<file path="src/rtl/mult_div_unit_if.sv">
// Operand/result bundle between the EX stage and the iterative multiply/divide unit.
// master drives operations and MTHI/MTLO writes; slave returns status and the HI/LO registers.
interface mult_div_unit_if #(
  parameter int WIDTH = 32
);
  logic             start;
  logic [1:0]       op;
  logic [WIDTH-1:0] a;
  logic [WIDTH-1:0] b;
  logic             mt_hi;
  logic             mt_lo;
  logic [WIDTH-1:0] write_data;
  logic             busy;
  logic             done;
  logic             div_by_zero;
  logic [WIDTH-1:0] hi;
  logic [WIDTH-1:0] lo;

  modport master (
    output start, op, a, b, mt_hi, mt_lo, write_data,
    input  busy, done, div_by_zero, hi, lo
  );

  modport slave (
    input  start, op, a, b, mt_hi, mt_lo, write_data,
    output busy, done, div_by_zero, hi, lo
  );
endinterface

</file>
<file path="src/rtl/mult_div_unit.sv">
// Iterative MULT/MULTU/DIV/DIVU with architectural HI/LO: WIDTH CALC cycles plus one FIXUP cycle.
// Start, MTHI and MTLO are accepted only while idle; anything presented while busy is dropped.
module mult_div_unit #(
  parameter int WIDTH = 32
) (
  input logic           clk_i,
  input logic           rst_i,
  mult_div_unit_if.slave bus
);

  localparam int CW = (WIDTH > 1) ? $clog2(WIDTH) : 1;
  localparam logic [CW-1:0] LAST_CNT = CW'(WIDTH - 1);

  typedef enum logic [1:0] {S_IDLE, S_CALC, S_FIXUP} state_t;

  state_t state_q, state_d;

  logic [CW-1:0]      cnt_q, cnt_d;
  logic [1:0]         op_q, op_d;
  logic [WIDTH-1:0]   opnd_q, opnd_d;
  logic [2*WIDTH-1:0] acc_q, acc_d;
  logic [WIDTH-1:0]   a_raw_q, a_raw_d;
  logic               b_zero_q, b_zero_d;
  logic               neg_res_q, neg_res_d;
  logic               neg_rem_q, neg_rem_d;
  logic [WIDTH-1:0]   hi_q, hi_d;
  logic [WIDTH-1:0]   lo_q, lo_d;
  logic               done_q, done_d;
  logic               dbz_q, dbz_d;

  logic idle, calc_en, load_res;
  logic start_acc, mt_acc;

  // ---------------- FSM: state register ----------------
  always_ff @(posedge clk_i or posedge rst_i) begin
    if (rst_i) state_q <= S_IDLE;
    else       state_q <= state_d;
  end

  // ---------------- FSM: next state ----------------
  always_comb begin
    state_d = state_q;
    case (state_q)
      S_IDLE:  if (bus.start) state_d = S_CALC;
      S_CALC:  if (cnt_q == LAST_CNT) state_d = S_FIXUP;
      S_FIXUP: state_d = S_IDLE;
      default: state_d = S_IDLE;
    endcase
  end

  // ---------------- FSM: outputs ----------------
  always_comb begin
    idle     = (state_q == S_IDLE);
    calc_en  = (state_q == S_CALC);
    load_res = (state_q == S_FIXUP);
  end

  assign start_acc = idle & bus.start;
  assign mt_acc    = idle & ~bus.start;

  // Operand conditioning: signed ops work on magnitudes, signs are restored in FIXUP.
  logic             op_signed, a_neg, b_neg;
  logic [WIDTH-1:0] a_mag, b_mag;

  always_comb begin
    op_signed = ~bus.op[0];
    a_neg     = op_signed & bus.a[WIDTH-1];
    b_neg     = op_signed & bus.b[WIDTH-1];
    a_mag     = a_neg ? -bus.a : bus.a;
    b_mag     = b_neg ? -bus.b : bus.b;
  end

  // One multiply step: conditional add of the multiplicand, then shift the product right.
  logic [WIDTH:0]     mul_sum;
  logic [2*WIDTH-1:0] mul_step;
  // One restoring divide step: shift left, trial-subtract the divisor, keep on non-negative.
  logic [2*WIDTH:0]   div_sh;
  logic [WIDTH:0]     div_diff;
  logic [2*WIDTH-1:0] div_step;

  always_comb begin
    mul_sum  = {1'b0, acc_q[2*WIDTH-1:WIDTH]} + (acc_q[0] ? {1'b0, opnd_q} : {(WIDTH+1){1'b0}});
    mul_step = {mul_sum, acc_q[WIDTH-1:1]};
    div_sh   = {acc_q, 1'b0};
    div_diff = div_sh[2*WIDTH:WIDTH] - {1'b0, opnd_q};
    div_step = div_diff[WIDTH] ? div_sh[2*WIDTH-1:0]
                               : {div_diff[WIDTH-1:0], div_sh[WIDTH-1:1], 1'b1};
  end

  // Sign fixup and HI/LO mapping of the finished accumulator.
  logic [2*WIDTH-1:0] prod;
  logic [WIDTH-1:0]   quo, rem;
  logic [WIDTH-1:0]   res_hi, res_lo;

  always_comb begin
    prod = neg_res_q ? -acc_q : acc_q;
    quo  = neg_res_q ? -acc_q[WIDTH-1:0] : acc_q[WIDTH-1:0];
    rem  = neg_rem_q ? -acc_q[2*WIDTH-1:WIDTH] : acc_q[2*WIDTH-1:WIDTH];
    if (!op_q[1]) begin
      res_hi = prod[2*WIDTH-1:WIDTH];
      res_lo = prod[WIDTH-1:0];
    end else if (b_zero_q) begin
      res_hi = a_raw_q;
      res_lo = {WIDTH{1'b1}};
    end else begin
      res_hi = rem;
      res_lo = quo;
    end
  end

  // ---------------- datapath next state ----------------
  always_comb begin
    cnt_d     = cnt_q;
    op_d      = op_q;
    opnd_d    = opnd_q;
    acc_d     = acc_q;
    a_raw_d   = a_raw_q;
    b_zero_d  = b_zero_q;
    neg_res_d = neg_res_q;
    neg_rem_d = neg_rem_q;
    hi_d      = hi_q;
    lo_d      = lo_q;

    if (start_acc) begin
      cnt_d     = '0;
      op_d      = bus.op;
      a_raw_d   = bus.a;
      b_zero_d  = (bus.b == '0);
      neg_res_d = a_neg ^ b_neg;
      neg_rem_d = a_neg;
      opnd_d    = bus.op[1] ? b_mag : a_mag;
      acc_d     = {{WIDTH{1'b0}}, (bus.op[1] ? a_mag : b_mag)};
    end else if (calc_en) begin
      cnt_d = cnt_q + CW'(1);
      acc_d = op_q[1] ? div_step : mul_step;
    end

    if (load_res) begin
      hi_d = res_hi;
      lo_d = res_lo;
    end else if (mt_acc) begin
      if (bus.mt_hi) hi_d = bus.write_data;
      if (bus.mt_lo) lo_d = bus.write_data;
    end

    done_d = load_res;
    dbz_d  = load_res & op_q[1] & b_zero_q;
  end

  always_ff @(posedge clk_i or posedge rst_i) begin
    if (rst_i) begin
      cnt_q     <= '0;
      op_q      <= '0;
      opnd_q    <= '0;
      acc_q     <= '0;
      a_raw_q   <= '0;
      b_zero_q  <= 1'b0;
      neg_res_q <= 1'b0;
      neg_rem_q <= 1'b0;
      hi_q      <= '0;
      lo_q      <= '0;
      done_q    <= 1'b0;
      dbz_q     <= 1'b0;
    end else begin
      cnt_q     <= cnt_d;
      op_q      <= op_d;
      opnd_q    <= opnd_d;
      acc_q     <= acc_d;
      a_raw_q   <= a_raw_d;
      b_zero_q  <= b_zero_d;
      neg_res_q <= neg_res_d;
      neg_rem_q <= neg_rem_d;
      hi_q      <= hi_d;
      lo_q      <= lo_d;
      done_q    <= done_d;
      dbz_q     <= dbz_d;
    end
  end

  assign bus.busy        = ~idle;
  assign bus.done        = done_q;
  assign bus.div_by_zero = dbz_q;
  assign bus.hi          = hi_q;
  assign bus.lo          = lo_q;

endmodule

</file>
<file path="src/flat_wrapper.sv">
// flat-port wrapper written by rule: the top's interface ports become plain ports
module mult_div_unit_flat 
#(
  parameter int WIDTH = 32
)
  (clk_i, rst_i, bus_start, bus_op, bus_a, bus_b, bus_mt_hi, bus_mt_lo, bus_write_data, bus_busy, bus_done, bus_div_by_zero, bus_hi, bus_lo);
  mult_div_unit_if #(.WIDTH(WIDTH)) bus_i ();
  input logic clk_i;
  input logic rst_i;
  input wire logic [$bits(bus_i.start)-1:0] bus_start;
  input wire logic [$bits(bus_i.op)-1:0] bus_op;
  input wire logic [$bits(bus_i.a)-1:0] bus_a;
  input wire logic [$bits(bus_i.b)-1:0] bus_b;
  input wire logic [$bits(bus_i.mt_hi)-1:0] bus_mt_hi;
  input wire logic [$bits(bus_i.mt_lo)-1:0] bus_mt_lo;
  input wire logic [$bits(bus_i.write_data)-1:0] bus_write_data;
  output wire logic [$bits(bus_i.busy)-1:0] bus_busy;
  output wire logic [$bits(bus_i.done)-1:0] bus_done;
  output wire logic [$bits(bus_i.div_by_zero)-1:0] bus_div_by_zero;
  output wire logic [$bits(bus_i.hi)-1:0] bus_hi;
  output wire logic [$bits(bus_i.lo)-1:0] bus_lo;
  assign bus_i.start = bus_start;
  assign bus_i.op = bus_op;
  assign bus_i.a = bus_a;
  assign bus_i.b = bus_b;
  assign bus_i.mt_hi = bus_mt_hi;
  assign bus_i.mt_lo = bus_mt_lo;
  assign bus_i.write_data = bus_write_data;
  assign bus_busy = bus_i.busy;
  assign bus_done = bus_i.done;
  assign bus_div_by_zero = bus_i.div_by_zero;
  assign bus_hi = bus_i.hi;
  assign bus_lo = bus_i.lo;
  mult_div_unit #(.WIDTH(WIDTH)) u_core (.clk_i(clk_i), .rst_i(rst_i), .bus(bus_i));
endmodule
</file>
<file path="config.mk">
export PLATFORM = sky130hd
export DESIGN_NAME = mult_div_unit_flat
export DESIGN_NICKNAME = d
export VERILOG_FILES = /design/src/rtl/mult_div_unit_if.sv /design/src/rtl/mult_div_unit.sv /design/src/flat_wrapper.sv
export SDC_FILE = /design/constraint.sdc
export NUM_CORES = 1
export LEC_CHECK = 0
export ABC_AREA = 0
export ABC_CLOCK_PERIOD_IN_PS = 16500
export BUFFER_PORTS_ARGS = -buffer_cell sky130_fd_sc_hd__buf_2
export CAP_MARGIN = 20
export CORE_ASPECT_RATIO = 1.1
export CORE_MARGIN = 1
export CORE_UTILIZATION = 50
export CTS_BUF_LIST = sky130_fd_sc_hd__clkbuf_8
export DETAILED_ROUTE_END_ITERATION = 16
export GPL_TIMING_DRIVEN = 1
export PLACE_DENSITY = 0.69
export SLEW_MARGIN = 10
export SYNTH_ARGS = -nofsm -noshare
export SYNTH_HDL_FRONTEND = slang
export SYNTH_SLANG_ARGS = --single-unit
</file>
<file path="constraint.sdc">
create_clock -name clk_i -period 16.5 [get_ports clk_i]
set_input_delay 2.475 -clock clk_i [delete_from_list [all_inputs] [get_ports clk_i]]
set_output_delay 2.475 -clock clk_i [all_outputs]
set_load 0.1 [all_outputs]
</file>
==> run metrics <==
layout cells sized above 1=12.9%; Worst setup SP type=register; fin crit period=4.80 ns; register area=0.00513 sq mm; Fmax=208 MHz; Routed Antenna Nets=0; HPWL Detailed=51.3 mm; die width=178 um; total power=4980 uW; vias in the first global route=16300; Power Density=263 mW/mm^2; Initial Utilization=51.1%; WS Path Type=register to register; pre-CTS WS=11.09 ns; Synth Area per Inst=7.67 sq um; relative slew slack=13.3%; drt drc=0; number of max-cap violations=0; VDD IR-drop max=0.108 mV; number of synthesized flops with an enable pin=0; I/O Pins=170; height of the die=196 um; Clock Latency Late Sink=0.59 ns; Final nets=2479; Hold Path Class=register to register; initial DRC count=1892; critical path peak fanout=32; Synth Cell Area=0.0170 sq mm; initial antenna violation count=0; pin slew with the least headroom to its limit=1.28 ns; gr usage total=38.7%; root buf cell=clkbuf_8; std cell rows=70; total congestion overflow=0; antenna cells=0; most frequent cells in the layout=nand2_1 (323), o21ai_0 (246), dfrtp_1 (204); part of the Yosys area used for sequential elements=30.1%; clk slew on worst S/H paths=0.06 ns; Synth cell types=74; Net Count, Synth=2396; via count=17700; Fin. Hold Viols=0; CTS Buffer Depth=3; CTS resizes=0; Fill cells=3209; DR WL/cell=24.5 um; setup TNS=0 ns; asr flop ratio synth=100%; port bufs=169; part of the cycle the worst path needs=29.1%; most common cell after layout, fill and taps aside=nand2_1; setup ws final=11.70 ns; area occupied by multi-input gates=0.0111 sq mm; CTS tree=yes; vias per inst=6.42; YS warnings=0; core area=0.0334 sq mm; Worst EP arrival=5.28 ns; clock buffer count from CTS=38; global-route wire length before repair=101 mm; Yosys reg bits=205; final wirelength=67.6 mm; die area=0.0348 sq mm; status=finished, final reports clean; unrepaired setup endpoints after global routing=no; Worst Path Required=16.98 ns; hold buffer count at CTS=0; Layout Skew=0.0261 ns; leakage=0.00840 uW; Top FF cell, synth=dfrtp_1; # Post-CTS Setup Buffers=0; clk sinks=205; Final setup viols=0; DR pass1 iterations=6; CP Capture Type=register; Pins Over Slew Limit=0; Synth Instances=2221; H-tree depth=2; gp weighted congestion=1.04; pin count of the biggest net entering global routing=103; area delta synth->final=11.3%
synthesized netlist by cell type (4+ instances only):
library cell / number / area [sq um]
o21ai_0: 246 / 1230
a31oi_1: 18 / 113
nand3b_1: 4 / 30.0
nor2b_1: 16 / 100
clkbuf_1: 126 / 473
nand4_1: 14 / 87.6
mux2_2: 14 / 158
o211a_1: 5 / 50.1
dfrtp_1: 205 / 5130
nand2b_1: 22 / 138
buf_1: 20 / 75.1
a22oi_1: 24 / 180
a21oi_1: 179 / 896
o211ai_1: 34 / 255
xnor2_1: 105 / 920
ha_1: 70 / 876
a22o_1: 4 / 35.0
buf_2: 4 / 20.0
o22ai_1: 42 / 263
o41ai_1: 14 / 123
o21bai_1: 8 / 60.1
and3_1: 19 / 119
o21a_1: 10 / 75.1
or4_1: 22 / 165
and2_1: 10 / 62.6
o2111ai_1: 5 / 43.8
a221oi_1: 9 / 78.8
o31ai_1: 28 / 210
a21o_1: 26 / 195
nor2_1: 183 / 687
a211o_1: 4 / 35.0
a211oi_1: 15 / 113
or2_2: 9 / 56.3
nand3_1: 37 / 185
nor3_1: 39 / 195
a221o_1: 5 / 50.1
or3_1: 24 / 150
inv_1: 69 / 259
nor4_1: 18 / 113
nand2_1: 324 / 1220
mux2i_1: 62 / 621
o221ai_1: 13 / 114
xor2_1: 67 / 587
logic make-up after synthesis:
logic type | after synthesis | synth area share (%)
flops | 205 | 30.1
fa+ha+maj | 72 | 5.37
mux | 76 | 4.57
simple gates | 756 | 20.3
compound gates | 717 | 25.8
xor+xnor | 172 | 8.84
buf+inv | 223 | 5.01
worst paths after layout:
| path | slack [ns] | from | cells past startpoint | end |
|---|---|---|---|---|
| min | 0.48 | u_core.bus.lo[21]$_DFFE_PP0P_ | 2 | u_core.bus.lo[21]$_DFFE_PP0P_ |
| max reg2reg | 11.70 | u_core.acc_q[36]$_DFFE_PP0P_ | 11 | u_core.acc_q[32]$_DFFE_PP0P_ |
| max | 11.70 | u_core.acc_q[36]$_DFFE_PP0P_ | 11 | u_core.acc_q[32]$_DFFE_PP0P_ |
| max in group asynchronous | 13.18 | rst_i | 3 | u_core.acc_q[23]$_DFFE_PP0P_ |
| min reg2reg | 0.48 | u_core.bus.lo[21]$_DFFE_PP0P_ | 2 | u_core.bus.lo[21]$_DFFE_PP0P_ |
| min in group asynchronous | 1.96 | rst_i | 2 | u_core.bus.lo[31]$_DFFE_PP0P_ |
final cells by class:
cell class	instances	area share (%)
clock buffer	47	3.41
clock inverter	19	1.07
inverter	70	1.42
timing repair buffer	196	5.78
multi-input combinational	1793	58.4
tap	432	2.85
sequential	205	27.1
worst max-delay path: stages, from the launching register on:
cell	delay (ns)
dfrtp_1	0.68
ha_1	0.40
a21oi_1	0.28
nand2_1	0.10
o211a_1	0.27
o311ai_0	1.09
a31oi_1	0.27
o31a_1	0.41
nand2_1	0.09
buf_4	0.52
mux2_2	0.43
o221ai_1	0.15
power by group:
group / leakage [uW] / internal [uW] / switching [uW]
clock: 0.000468 / 323 / 242
combinational: 0.00540 / 1120 / 2140
sequential: 0.00253 / 753 / 403
total: 0.00840 / 2200 / 2780
layer usage:
layer  track usage (%)  share of wire, %
met5                 0                 0
met4              25.5               7.3
met3              6.25               9.0
met2              57.2                43
met1              51.9                41
sequential cells by signal, indices dropped and copies added (netlist names):
name,flops
u_core.bus.div_by_zero,1
u_core.bus.done,1
u_core.state_q,2
u_core.neg_res_q,1
u_core.cnt_q,5
u_core.b_zero_q,1
u_core.acc_q,64
u_core.bus.hi,32
u_core.a_raw_q,32
u_core.opnd_q,32
u_core.op_q,1
u_core.neg_rem_q,1
u_core.bus.lo,32
through the flow:
step / util, % / hold slack, ns / instances / area (sq um)
floorplan: - / 0.440 / 2221 / 17000
global placement: 54.1 / 0.457 / 2692 / 18000
detailed placement: 54.1 / 0.464 / 2692 / 18000
CTS: 56.6 / 0.479 / 2758 / 18900
global route: 56.8 / 0.504 / 2762 / 19000
finish: 56.8 / 0.476 / 2762 / 19000
(Power assumes the default switching activity.)
